==> src/rtl/code_nco_pkg.sv <==
// Shared constants and slew state encoding for the code NCO tracking-channel scheduler.
package code_nco_pkg;

  localparam int FW = 28;
  localparam int SW = 11;
  localparam logic [FW-1:0] F_RESET = 28'h0A79BBB;

  typedef enum logic [1:0] {
    IDLE,
    ARMED,
    SLEWING
  } slew_state_e;

endpackage

==> src/rtl/code_nco_sched_if.sv <==
// Register-block side of the code NCO scheduler: write strobes in, status flags out.
interface code_nco_sched_if #(
  parameter int FW = code_nco_pkg::FW,
  parameter int SW = code_nco_pkg::SW
);

  logic          wr_freq;
  logic [FW-1:0] wr_freq_data;
  logic          wr_slew;
  logic [SW-1:0] wr_slew_data;
  logic          freq_pending;
  logic          slew_busy;
  logic          slew_done;

  modport master (
    output wr_freq, wr_freq_data, wr_slew, wr_slew_data,
    input  freq_pending, slew_busy, slew_done
  );

  modport slave (
    input  wr_freq, wr_freq_data, wr_slew, wr_slew_data,
    output freq_pending, slew_busy, slew_done
  );

endinterface

==> src/rtl/code_nco_sched.sv <==
// Code NCO scheduler: frequency words and half-chip slews written by software take
// effect only on TIC boundaries; slews are applied by dropping hc_enable pulses.
module code_nco_sched #(
  parameter int            FW      = code_nco_pkg::FW,
  parameter int            SW      = code_nco_pkg::SW,
  parameter logic [FW-1:0] F_RESET = code_nco_pkg::F_RESET
) (
  input  logic          clk,
  input  logic          rst,
  input  logic          tic_enable,
  input  logic          hc_enable_in,
  output logic [FW-1:0] f_control,
  output logic          hc_enable_out,
  code_nco_sched_if.slave bus
);

  import code_nco_pkg::*;

  logic [FW-1:0] shadow;
  slew_state_e   state, state_nxt;
  logic [SW-1:0] slew_cnt, slew_cnt_nxt;
  logic          done_nxt;

  // Frequency shadow: a write coincident with a TIC lands in the shadow while the
  // TIC still applies the previously pending word.
  always_ff @(posedge clk) begin
    if (rst) begin
      f_control        <= F_RESET;
      shadow           <= F_RESET;
      bus.freq_pending <= 1'b0;
    end else begin
      if (tic_enable && bus.freq_pending)
        f_control <= shadow;
      if (bus.wr_freq) begin
        shadow           <= bus.wr_freq_data;
        bus.freq_pending <= 1'b1;
      end else if (tic_enable) begin
        bus.freq_pending <= 1'b0;
      end
    end
  end

  always_comb begin
    state_nxt    = state;
    slew_cnt_nxt = slew_cnt;
    done_nxt     = 1'b0;
    unique case (state)
      IDLE: begin
        if (bus.wr_slew && (bus.wr_slew_data != '0)) begin
          slew_cnt_nxt = bus.wr_slew_data;
          state_nxt    = ARMED;
        end
      end
      ARMED: begin
        if (bus.wr_slew && (bus.wr_slew_data == '0)) begin
          slew_cnt_nxt = '0;
          state_nxt    = IDLE;
        end else begin
          if (bus.wr_slew)
            slew_cnt_nxt = bus.wr_slew_data;
          if (tic_enable)
            state_nxt = SLEWING;
        end
      end
      SLEWING: begin
        if (hc_enable_in && (slew_cnt != '0)) begin
          slew_cnt_nxt = slew_cnt - {{(SW-1){1'b0}}, 1'b1};
          if (slew_cnt == {{(SW-1){1'b0}}, 1'b1}) begin
            state_nxt = IDLE;
            done_nxt  = 1'b1;
          end
        end
      end
      default: begin
        state_nxt    = IDLE;
        slew_cnt_nxt = '0;
      end
    endcase
  end

  // Slew state and registered outputs; every pulse seen while SLEWING is dropped.
  always_ff @(posedge clk) begin
    if (rst) begin
      state         <= IDLE;
      slew_cnt      <= '0;
      hc_enable_out <= 1'b0;
      bus.slew_done <= 1'b0;
      bus.slew_busy <= 1'b0;
    end else begin
      state         <= state_nxt;
      slew_cnt      <= slew_cnt_nxt;
      hc_enable_out <= hc_enable_in & (state != SLEWING);
      bus.slew_done <= done_nxt;
      bus.slew_busy <= (state_nxt != IDLE);
    end
  end

endmodule
==> src/flat_wrapper.sv <==
// flat-port wrapper written by rule: the top's interface ports become plain ports
module code_nco_sched_flat import code_nco_pkg::*;
#(
  parameter int            FW      = code_nco_pkg::FW,
  parameter int            SW      = code_nco_pkg::SW,
  parameter logic [FW-1:0] F_RESET = code_nco_pkg::F_RESET
)
  (clk, rst, tic_enable, hc_enable_in, f_control, hc_enable_out, bus_wr_freq, bus_wr_freq_data, bus_wr_slew, bus_wr_slew_data, bus_freq_pending, bus_slew_busy, bus_slew_done);
  code_nco_sched_if #(.FW(FW), .SW(SW)) bus_i ();
  input  logic clk;
  input  logic rst;
  input  logic tic_enable;
  input  logic hc_enable_in;
  output logic [FW-1:0] f_control;
  output logic hc_enable_out;
  input wire logic [$bits(bus_i.wr_freq)-1:0] bus_wr_freq;
  input wire logic [$bits(bus_i.wr_freq_data)-1:0] bus_wr_freq_data;
  input wire logic [$bits(bus_i.wr_slew)-1:0] bus_wr_slew;
  input wire logic [$bits(bus_i.wr_slew_data)-1:0] bus_wr_slew_data;
  output wire logic [$bits(bus_i.freq_pending)-1:0] bus_freq_pending;
  output wire logic [$bits(bus_i.slew_busy)-1:0] bus_slew_busy;
  output wire logic [$bits(bus_i.slew_done)-1:0] bus_slew_done;
  assign bus_i.wr_freq = bus_wr_freq;
  assign bus_i.wr_freq_data = bus_wr_freq_data;
  assign bus_i.wr_slew = bus_wr_slew;
  assign bus_i.wr_slew_data = bus_wr_slew_data;
  assign bus_freq_pending = bus_i.freq_pending;
  assign bus_slew_busy = bus_i.slew_busy;
  assign bus_slew_done = bus_i.slew_done;
  code_nco_sched #(.FW(FW), .SW(SW), .F_RESET(F_RESET)) u_core (.clk(clk), .rst(rst), .tic_enable(tic_enable), .hc_enable_in(hc_enable_in), .f_control(f_control), .hc_enable_out(hc_enable_out), .bus(bus_i));
endmodule
==> config.mk <==
export PLATFORM = sky130hd
export DESIGN_NAME = code_nco_sched_flat
export DESIGN_NICKNAME = d
export VERILOG_FILES = /design/src/rtl/code_nco_pkg.sv /design/src/rtl/code_nco_sched_if.sv /design/src/rtl/code_nco_sched.sv /design/src/flat_wrapper.sv
export SDC_FILE = /design/constraint.sdc
export NUM_CORES = 1
export LEC_CHECK = 0
export ABC_AREA = 1
export BUFFER_PORTS_ARGS = -buffer_cell sky130_fd_sc_hd__buf_2
export CORE_ASPECT_RATIO = 1.2
export CORE_UTILIZATION = 59
export CTS_BUF_LIST = sky130_fd_sc_hd__clkbuf_2 sky130_fd_sc_hd__clkbuf_4 sky130_fd_sc_hd__clkbuf_8
export DETAILED_ROUTE_END_ITERATION = 10
export PLACE_DENSITY_LB_ADDON = 0.05
export SLEW_MARGIN = 20
export SYNTH_ARGS = -nofsm -noshare
export SYNTH_HDL_FRONTEND = slang
export SYNTH_SLANG_ARGS = --single-unit
==> constraint.sdc <==
create_clock -name clk -period 2.2 [get_ports clk]
set_input_delay 0.11 -clock clk [delete_from_list [all_inputs] [get_ports clk]]
set_output_delay 0.11 -clock clk [all_outputs]
set_load 0.01 [all_outputs]
Word-level counts from Yosys, hierarchy flattened. Cells that the tools add are included.

Logic and storage cells: 45. Flip-flop bits (word level): 73. Bits of input ports: 45.

Mux-type cells: 14. Bitwise logic cells: 3. $add $sub $neg: 1. Equality and inequality tests: 7. Reduce and logical (&&, ||, !) cells: 12.

Operator list (number): $mux 11 (4); $pmux 11 s3 (1); $reduce_bool 11->1 (2); $eq 11x1->1 const B (1); $logic_not 11->1 (1); $sub 11x1->11 const B (1); $mux 2 (5); $pmux 2 s3 (1); $logic_and 1x1->1 (4); $ne 2x1->1 const B (2); $reduce_bool 2->1 (2); $mux 1 (3); $ne 3x2->1 const B (1); $reduce_and 3->1 (1); $reduce_or 3->1 (1); $eq 2x1->1 const B (1); $eq 2x2->1 const B (1); $logic_not 2->1 (1); $ne 2x2->1 const B (1); $not 1->1 (2); $and 1x1->1 (1).

Depth between registers and ports, before layout. Gate-level depths: netlist (run 1).

Depth after elaboration: 5. Depth in mapped cells: 11.

Worst setup path before layout (run 1). Ideal clock, no wire load.

Path kind: register to register. Start: register u_core.slew_cnt[0]. End: register u_core.slew_cnt[10]. Data arrival time: 1.367 ns. Stages on the path, launching flop included: 12. Clock period less this slack: 1.484 ns. Path buffers: 1. Path slack: 0.716 ns. Setup time: 0.117 ns. Cell sequence: dfxtp_1 > inv_1 > ha_1 > nand3_4 > nor2_4 > nand2_2 > nand2_2 > nand2_4 > nand3_4 > buf_12 > nor3_1 > nor2_1.

Cells in the longest elaborated chain, start to end: 4.

RTL lines: start: declaration (line code_nco_sched.sv:21) `logic [SW-1:0] slew_cnt, slew_cnt_nxt;`; start signal: assignment (line code_nco_sched.sv:91) `slew_cnt <= slew_cnt_nxt;`; branches (longest 4 deep; another with $sub 11x1->11).

Several ways; the timed one is not identified. The select of a mux whose other input is x is not followed. A chain may end at the register's enable or synchronous reset.

Worst setup path after layout (run 1).
Start: register u_core.slew_cnt[0]. End: register u_core.slew_cnt[7].

Same word-level chain as after synthesis.

==> out/qor.yml, run 1 <==
outcome:
  outcome: "complete, but fails checks"
  violations: "hold timing"
yosys:
  synthTopCellsByCount: "nand2_1, dfxtp_1, nor2_1, nand3_1, o21ai_0"
  ys_async_sr_fraction_pct: 0
  avgSynthCellArea_um2: 7.112
  synth_seq_area_share_pct: 46.70
  synth_area_leader_cell: "dfxtp_1"
  synth_top_area_share_pct: 46.70
  synth_ff_type: "dfxtp_1"
  yosys_register_bits: 73
  ys_warn_count: 0
  yosysUniqueCellTypes: 25
  synth_area_leaders: "dfxtp_1, nand2_1, nand3_1"
  synth_edf_count: 0
  syn-instance-count: 440
  syn_nets: 487
  yosysMostFrequentCell: "nand2_1"
  syn_area_um2: 3129
critical_path:
  arrival_ps: 2010
  slowest_delay_ps: 380
  cp_max_fo: 10
  rr_startpoint: "u_core.slew_cnt[0]"
  worstSetupPathType: "reg -> reg"
  rr_worst_depth: 11
  start_kind: "register"
  crit_slowest_cell: "dfxtp_1"
  endpoint: "u_core.slew_cnt[7]"
  rrSetupSlack_ps: 470
  crit_start: "u_core.slew_cnt[0]"
  cp.required_ps: 2490
  regToRegEndpoint: "u_core.slew_cnt[7]"
  endpoint_kind: "register"
  cp_cell_sequence: "inv_1 -> ha_1 -> nand3_4 -> nor2_4 -> nand2_2 -> nand2_2 -> nand2_4 -> inv_2 -> nor2_4 -> nand2_1 -> a21oi_2"
placed_design:
  port_buffers: 76
  dp_slack_ps: 546.3
  dpl.hpwl_um: 4922
  routabilityCongestion: 0.8786
  place_inst: 561
global_routing:
  grt_pass1_wl_um: 12680
  grt_antenna_before_repair: 0
  grt_pass1_vias: 2951
  grt_max_degree: 35
  grt_use_total_pct: 30.64
  overflow: 0
clocking:
  htree_levels: 3
  cts_root_buffer: "clkbuf_8"
  clk_latency_ps: 350
  cts_tree: "yes"
  cts_made_buffers: 9
  cts.sinks: 73
  postCtsResizedCells: 0
  cts_buffer_depth: 2
  clk_pin_slew_ps: 80
timing:
  rsz0062_at_grt: "no"
  setup_viol: 0
  fmax_mhz: 579.2
  holdWs_ps: -2.451
  skew_ps: 8.691
  period_share_pct: 78.48
  slew_headroom_pct: 65.25
  final_hold_viol_count: 2
  min_period_ps: 1727
  tightest_slew_ps: 521.3
  timing.final.ws_setup_ps: 473.5
  final.setup.tns_ps: 0
  slew_violations: 0
layout:
  final_core_util_pct: 80.49
  seq_area_um2: 1461
  insertedDiodeCount: 0
  fillerInstances: 351
  drive_gt1_share_pct: 23.06
  syn_to_final_growth_pct: 28.87
  multi_input_area_um2: 1456
  instances_no_fill: 602
  nets: 584
die:
  initial_core_util_pct: 62.46
  row_count: 28
  io_pins: 77
  dieArea_um2: 5600
  fp.dieW_um: 68.48
  core_area_um2: 5010
  die_h_um: 81.78
worst_hold_path:
  min_from: "bus_wr_freq_data[13]"
  hold_class: "in -> reg"
drt:
  routed_via_density: 5.214
  ant_nets: 0
  dr.pass1.iters: 7
  drtIter0Drc: 209
  drc: 0
  wl_per_cell_um: 13.31
  via_count: 3139
  drt_wl_total_um: 8015
flow_run:
  drv_cap: 0
power_and_ir_drop:
  peakVddDrop_mv: 0.5918
  p_leak_nw: 1.979
  power_density_nw_per_um2: 827.0
==> cells by family (layout without fill, tap and decap cells) <==
group	Yosys count	count (layout)	share of synthesized area, %
AOI/OAI and AO/OA	44	44	8.437
and+or+nand+nor	268	268	37.02
xor gates and xnor gates	1	1	0.2799
adders and majority gates	2	2	0.7996
DFF	73	73	46.70
buffers and inverters	52	154	6.758
==> flip-flops by register name (all words and copies together) (netlist names) <==
register,flops
u_core.shadow,28
u_core.bus.slew_done,1
u_core.f_control,28
u_core.hc_enable_out,1
u_core.bus.freq_pending,1
u_core.slew_cnt,11
u_core.state,2
u_core.bus.slew_busy,1
==> cell type report <==
| cell class | count | area share, % |
|---|---|---|
| clock buffer | 12 | 3.785 |
| tap | 60 | 1.862 |
| multi-input combinational | 315 | 36.12 |
| timing repair buffer | 106 | 16.57 |
| inverter | 32 | 2.979 |
| clock inverter | 4 | 2.451 |
| sequential | 73 | 36.24 |
==> layout by cell type, fill, tap and decap left out, types with 3 or more instances in the layout <==
| cell type | netlist | final |
|---|---|---|
| inv_2 | 5 | 5 |
| a21oi_2 | 9 | 9 |
| nor2_1 | 65 | 65 |
| a21oi_1 | 5 | 5 |
| nand2_1 | 132 | 132 |
| dlygate4sd3_1 | 0 | 25 |
| nand2_2 | 7 | 7 |
| inv_1 | 25 | 25 |
| clkbuf_8 | 0 | 10 |
| dfxtp_1 | 73 | 73 |
| buf_4 | 0 | 5 |
| o21ai_0 | 27 | 27 |
| nor3_1 | 3 | 3 |
| bufinv_16 | 0 | 3 |
| buf_2 | 0 | 76 |
| nand3_1 | 51 | 51 |
| nor2_4 | 3 | 3 |
==> critical path, delay by kind of cell, from the launching register on <==
family                   cells  cell delay (ps)
flip-flops                   1              380
AND/OR/NAND/NOR              7              770
buffers and inverters        2              120
AO/OA/AOI/OAI                1              130
adder cells (fa/ha/maj)      1              260
==> metrics by stage <==
step                      power [mW]  hold WS, ps  instance area (um2)
after floorplan                1.852        179.1                 3129
after global placement         1.989        321.6                 3531
after detailed placement       2.008        325.1                 3531
after CTS                      3.324        1.597                 4033
after global routing           3.475        2.815                 4033
final                          3.335       -2.451                 4033
==> worst min-delay path by stage <==
stage	slack (ps)	cells past startpoint	end
4_1_cts	2	3	u_core.shadow[23]
6_report	-2	3	u_core.shadow[13]
5_1_grt	3	3	u_core.shadow[23]
3_5_place_dp	330	3	u_core.shadow[7]
2_1_floorplan	180	1	u_core.bus.freq_pending
3_3_place_gp	320	3	u_core.shadow[4]
==> timing repair <==
action                                  in CTS  in global routing
setup buffers                                0                  0
endpoints found under the setup margin       0                  0
endpoints found under the hold margin       25                  0
hold buffers                                25                  0
==> report_power, final <==
| part | internal (mW) | leakage [nW] | switching, mW |
|---|---|---|---|
| Sequential | 1.41 | 0.604 | 0.0591 |
| Clock | 0.814 | 0.128 | 0.492 |
| Combinational | 0.223 | 1.25 | 0.333 |
==> layer usage <==
| metal | up-vias | GRT usage [%] | wire (um) | part of all wire (%) |
|---|---|---|---|---|
| met5 | - | 0 | 0 | 0 |
| met3 | 21 | 7.639 | 409 | 5.1 |
| met4 | 0 | 13.33 | 169 | 2.1 |
| met1 | 1437 | 34.17 | 3282 | 41 |
| li1 | 1579 | - | - | - |
| met2 | 102 | 53.92 | 4154 | 52 |
No activity file was read; power rests on OpenSTA's default activity.
==> run 2: changes to the inputs <==
--- a/config.mk
+++ b/config.mk
@@ -5,10 +5,10 @@
 export SDC_FILE = /design/constraint.sdc
 export NUM_CORES = 1
 export LEC_CHECK = 0
-export ABC_AREA = 1
+export ABC_AREA = 0
 export BUFFER_PORTS_ARGS = -buffer_cell sky130_fd_sc_hd__buf_2
 export CORE_ASPECT_RATIO = 1.2
-export CORE_UTILIZATION = 59
+export CORE_UTILIZATION = 55
 export CTS_BUF_LIST = sky130_fd_sc_hd__clkbuf_2 sky130_fd_sc_hd__clkbuf_4 sky130_fd_sc_hd__clkbuf_8
 export DETAILED_ROUTE_END_ITERATION = 10
 export PLACE_DENSITY_LB_ADDON = 0.05
==> constraint.sdc (replaced) <==
create_clock -name clk -period 1.79 [get_ports clk]
set_input_delay 0.0895 -clock clk [delete_from_list [all_inputs] [get_ports clk]]
set_output_delay 0.0895 -clock clk [all_outputs]
set_load 0.01 [all_outputs]
==> run 2 against run 1 <==
Compared with the run above: the run now ends clean; sequential cell count unchanged; clock-buffer cell count is 2 lower; worst hold slack better by 44 ps; highest routed layer unchanged; largest cell class is now multi-input gates; critical endpoint is now u_core.slew_cnt[2]; die area is 4.2% higher.
==> out/qor.yml, run 2 <==
die:
  row_count: 29
  core_area_um2: 5298
  fp.dieW_um: 69.89
  initial_core_util_pct: 57.42
  die_h_um: 83.47
  io_pins: 77
  dieArea_um2: 5833
layout:
  insertedDiodeCount: 0
  syn_to_final_growth_pct: 32.37
  drive_gt1_share_pct: 25.94
  largestRegisters: "u_core.f_control: 28 flops, u_core.shadow: 28 flops, u_core.slew_cnt: 11 flops"
  final_cell_mix: "buf_2, dfxtp_1, nand2_1, dlygate4sd3_1, a21oi_1"
  nets: 493
  final_common_cell: "buf_2"
critical_path:
  cp_max_fo: 7
  crit_start: "u_core.slew_cnt[3]"
  slowest_delay_ps: 370
  cp.required_ps: 2030
  crit_buf_inv: 1
  rr_startpoint: "u_core.slew_cnt[3]"
  cp.depth: 6
  rrSetupSlack_ps: 110
  crit_slowest_cell: "dfxtp_1"
  endpoint_kind: "register"
  arrival_ps: 1920
  start_kind: "register"
  cp_top_family: "simple AND/OR/NAND/NOR gates"
  endpoint: "u_core.slew_cnt[2]"
  rr_worst_depth: 6
  regToRegEndpoint: "u_core.slew_cnt[2]"
  worstSetupPathType: "reg -> reg"
  cp_cell_sequence: "nor4_4 -> buf_4 -> and3_1 -> nand3b_1 -> a21oi_1 -> a2111oi_2"
clocking:
  cts_tree: "yes"
  cts_buffer_depth: 2
  clk_latency_ps: 350
  htree_levels: 3
  cts_made_buffers: 9
  clk_pin_slew_ps: 80
  cts.sinks: 73
  cts_root_buffer: "clkbuf_8"
global_routing:
  grt_use_total_pct: 25.43
  grt_antenna_before_repair: 0
  grt_pass1_wl_um: 11870
  grt_max_degree: 51
  grt_pass1_vias: 2700
  overflow: 0
yosys:
  yosysUniqueCellTypes: 41
  synth_area_leaders: "dfxtp_1, nand2_1, nand3b_1"
  synth_ff_type: "dfxtp_1"
  ys_async_sr_fraction_pct: 0
  synthTopCellsByCount: "dfxtp_1, nand2_1, a21oi_1, nor2_1, nor2b_1"
  syn-instance-count: 338
  synth_area_leader_cell: "dfxtp_1"
  syn_nets: 385
  ys_warn_count: 0
  avgSynthCellArea_um2: 8.999
  yosys_register_bits: 73
  syn_area_um2: 3042
  synth_edf_count: 0
  synth_seq_area_share_pct: 48.05
  synth_top_area_share_pct: 48.05
  yosysMostFrequentCell: "dfxtp_1"
timing:
  setup_viol: 0
  slew_violations: 0
  timing.final.ws_setup_ps: 109.9
  final_hold_viol_count: 0
  slew_headroom_pct: 67.69
  tightest_slew_ps: 481.0
  fmax_mhz: 595.2
  skew_ps: 6.092
  holdWs_ps: 41.26
  period_share_pct: 93.86
  min_period_ps: 1680
  final.setup.tns_ps: 0
placed_design:
  routabilityCongestion: 0.8743
  dp_slack_ps: 25.73
  dpl.hpwl_um: 4514
  port_buffers: 76
worst_hold_path:
  hold_class: "in -> reg"
drt:
  routed_via_density: 5.402
  dr.pass1.iters: 4
  drtIter0Drc: 174
  ant_nets: 0
  drt_wl_total_um: 7169
  drc: 0
  via_count: 2771
  wl_per_cell_um: 13.97
power_and_ir_drop:
  p_leak_nw: 1.769
  power_density_nw_per_um2: 914.8
  peakVddDrop_mv: 0.7739
flow_run:
  drv_cap: 0
outcome:
  outcome: "finished, final reports clean"
[run 2: tightest hold or removal path: cells and delay by family]
kind | cells | cell delay (ps)
simple gates | 1 | 70
compound gates | 1 | 60
buf+inv | 1 | 120
[run 2: metrics by stage]
step | cell area, um2 | cells | power [mW] | util [%]
after global placement | 3537 | 469 | 2.353 | 66.77
after detailed placement | 3537 | 469 | 2.368 | 66.77
after floorplan | 3042 | 338 | 2.173 | -
after global routing | 4026 | 513 | 3.842 | 76.00
after CTS | 4015 | 513 | 3.704 | 75.79
final | 4026 | 513 | 3.683 | 76.00
[run 2: repair_timing]
action                                  in CTS  in global routing
setup buffers                                0                  0
hold buffers                                28                  0
resized for setup                            0                  3
hold endpoints to repair                    29                  0
endpoints found under the setup margin       0                  5
[run 2: per-layer routing]
layer  GRT usage, %  part of all wire, %  vias to the layer above
met5              0                    0                        -
met4          8.545                  1.4                        0
met3          6.280                  4.9                       10
met2          46.33                   52                       69
met1          28.49                   42                     1304
li1               -                    -                     1388
[run 2: worst min path at each step]
stage,cells past startpoint,from,to
5_1_grt,2,hc_enable_in,u_core.hc_enable_out
3_5_place_dp,2,bus_wr_freq_data[23],u_core.shadow[23]
4_1_cts,3,tic_enable,u_core.state[1]
2_1_floorplan,1,bus_wr_freq_data[0],u_core.shadow[0]
3_3_place_gp,2,bus_wr_freq_data[11],u_core.shadow[11]
6_report,3,tic_enable,u_core.state[1]
[run 2: report_power, final]
group | switching (mW) | internal [mW] | total [mW]
clock | 0.629 | 0.664 | 1.29
combinational | 0.294 | 0.307 | 0.602
sequential | 0.0665 | 1.72 | 1.79
[run 2: cell type report]
class	count	area (um2)
Multi-Input combinational cell	238	1481
Fill cell	419	1271
Timing Repair Buffer	120	793.3
Tap cell	62	77.57
Sequential cell	73	1461
Clock inverter	6	66.31
Inverter	4	15.01
Clock buffer	10	131.4
[run 2: logic make-up (layout without fill, tap and decap cells)]
| kind of cell | after synthesis | count (layout) | share of synthesized area (%) |
|---|---|---|---|
| fa+ha+maj | 2 | 2 | 0.8226 |
| simple gates | 152 | 152 | 25.71 |
| mux | 14 | 14 | 4.607 |
| buf+inv | 27 | 140 | 3.619 |
| compound gates | 63 | 63 | 15.18 |
| xor+xnor | 7 | 7 | 2.016 |
| flops | 73 | 73 | 48.05 |
==> run 3: changes to the inputs <==
--- a/config.mk
+++ b/config.mk
@@ -6,10 +6,11 @@
 export NUM_CORES = 1
 export LEC_CHECK = 0
 export ABC_AREA = 0
+export ABC_CLOCK_PERIOD_IN_PS = 1790
 export BUFFER_PORTS_ARGS = -buffer_cell sky130_fd_sc_hd__buf_2
 export CORE_ASPECT_RATIO = 1.2
-export CORE_UTILIZATION = 55
-export CTS_BUF_LIST = sky130_fd_sc_hd__clkbuf_2 sky130_fd_sc_hd__clkbuf_4 sky130_fd_sc_hd__clkbuf_8
+export CORE_UTILIZATION = 52
+export CTS_BUF_LIST = sky130_fd_sc_hd__clkbuf_8 sky130_fd_sc_hd__clkbuf_16
 export DETAILED_ROUTE_END_ITERATION = 10
 export PLACE_DENSITY_LB_ADDON = 0.05
 export SLEW_MARGIN = 20
==> run 3 against run 2 <==
Compared with the run above: critical path depth did not move; via count fell by 2.0%; critical path type unchanged; critical endpoint unchanged; highest routed layer unchanged; global-route usage fell by 1.3 points; combinational power barely moved.
==> out/qor.yml, run 3 (synthesized netlist as in run 2, its figures left out) <==
die:
  fp.dieW_um: 71.82
  row_count: 30
  initial_core_util_pct: 54.02
  io_pins: 77
  core_area_um2: 5630
  dieArea_um2: 6160
  die_h_um: 85.78
critical_path:
  regToRegEndpoint: "u_core.slew_cnt[2]"
  cp_max_fo: 7
  crit_start: "u_core.slew_cnt[2]"
  rrSetupSlack_ps: 110
  endpoint: "u_core.slew_cnt[2]"
  rr_worst_depth: 6
  arrival_ps: 1920
  start_kind: "register"
  crit_slowest_cell: "a2111oi_2"
  endpoint_kind: "register"
  cp_cell_sequence: "nor4_4 -> buf_4 -> and3_1 -> nand3b_1 -> a21oi_1 -> a2111oi_2"
  cp.required_ps: 2030
  worstSetupPathType: "reg -> reg"
  slowest_delay_ps: 350
  rr_startpoint: "u_core.slew_cnt[2]"
drt:
  dr.pass1.iters: 4
  via_count: 2715
  drtIter0Drc: 183
  drc: 0
  ant_nets: 0
  wl_per_cell_um: 13.75
  drt_wl_total_um: 7070
  routed_via_density: 5.282
clocking:
  cts_made_buffers: 9
  cts_tree: "yes"
  htree_levels: 3
  clk_pin_slew_ps: 70
  cts_root_buffer: "clkbuf_8"
  cts_buffer_depth: 2
  clk_latency_ps: 340
  cts.sinks: 73
  cts_setup_buffers: 0
power_and_ir_drop:
  p_leak_nw: 1.797
  clkPwrFrac_pct: 40.9
  p_sw_mw: 0.9552
  power_density_nw_per_um2: 988.3
  peakVddDrop_mv: 0.7939
  swShare_pct: 23.64
  p_int_mw: 3.086
  totalPowerFinal_mw: 4.041
  comb_power_share_pct: 14.8
  seq_power_share_pct: 44.3
timing:
  fmax_mhz: 595.1
  period_share_pct: 93.87
  min_period_ps: 1680
  slew_violations: 0
  setup_viol: 0
  timing.final.ws_setup_ps: 109.7
  slew_headroom_pct: 70.10
  tightest_slew_ps: 445.0
  final.setup.tns_ps: 0
  rsz0062_at_grt: "no"
  skew_ps: 8.554
  final_hold_viol_count: 0
placed_design:
  port_buffers: 76
  routabilityCongestion: 0.8874
  dpl.hpwl_um: 4503
  dp_slack_ps: 26.88
flow_run:
  drv_cap: 0
outcome:
  outcome: "finished, final reports clean"
layout:
  multi_input_area_um2: 1481
  final_core_util_pct: 72.62
  syn_to_final_growth_pct: 34.43
  seq_area_um2: 1463
  nets: 493
  drive_gt1_share_pct: 25.78
  final_cell_mix: "buf_2, dfxtp_1, nand2_1, dlygate4sd3_1, a21oi_1"
  insertedDiodeCount: 0
  fillerInstances: 442
  final_common_cell: "buf_2"
  largestRegisters: "u_core.f_control: 28 flops, u_core.shadow: 28 flops, u_core.slew_cnt: 11 flops"
worst_hold_path:
  hold_class: "in -> reg"
  min_from: "bus_wr_slew_data[0]"
global_routing:
  overflow: 0
  grt_pass1_vias: 2523
  grt_use_total_pct: 24.17
  grt_antenna_before_repair: 0
  grt_pass1_wl_um: 11670
  grt_max_degree: 36
-- run 3: cell type report --
| class | instances | area share [%] |
|---|---|---|
| flip-flops and latches | 73 | 35.77 |
| inverters | 4 | 0.3672 |
| multi-input cells | 238 | 36.23 |
| well taps | 64 | 1.958 |
| clock buffers | 9 | 3.029 |
| repair buffers | 120 | 19.40 |
| clock inverters | 6 | 3.244 |
-- run 3: stage by stage --
stage / hold WS [ps] / instances / instance area [um2]
floorplan: 211.9 / 338 / 3042
global placement: 294.3 / 471 / 3540
detailed placement: 299.2 / 471 / 3540
CTS: 29.72 / 514 / 4076
global route: 42.86 / 514 / 4089
finish: 40.46 / 514 / 4089
-- run 3: power groups by stage --
stage | combinational (mW) | clock, mW | sequential, mW
floorplan | 0.346 | 0 | 1.83
global placement | 0.536 | 0 | 1.82
detailed placement | 0.545 | 0 | 1.82
CTS | 0.595 | 1.67 | 1.79
global route | 0.663 | 1.74 | 1.80
finish | 0.600 | 1.65 | 1.79
-- run 3: critical path: cells and delay by family (launching register included) --
family	cells	cell delay (ps)
compound gates	2	430
buf+inv	1	200
flops	1	340
simple gates	3	600
-- run 3: timing repair --
action                                  in CTS  in global routing
endpoints found under the setup margin       0                 11
resized for setup                            0                  4
endpoints found under the hold margin       28                  0
hold buffers                                28                  0
-- run 3: how the worst min path moves through the flow --
stage / endpoint / depth (start not counted)
finish: u_core.slew_cnt[0] / 3
global route: u_core.slew_cnt[0] / 3
CTS: u_core.slew_cnt[0] / 3
detailed placement: u_core.shadow[16] / 2
global placement: u_core.shadow[16] / 2
floorplan: u_core.shadow[0] / 1
-- run 3: layer usage --
layer  wire [um]  vias up  GRT usage, %
li1            -     1389             -
met1        3125     1242         29.53
met2        3541       80         41.60
met3         368        4         4.348
met4          35        0         10.16
met5           0        -             0
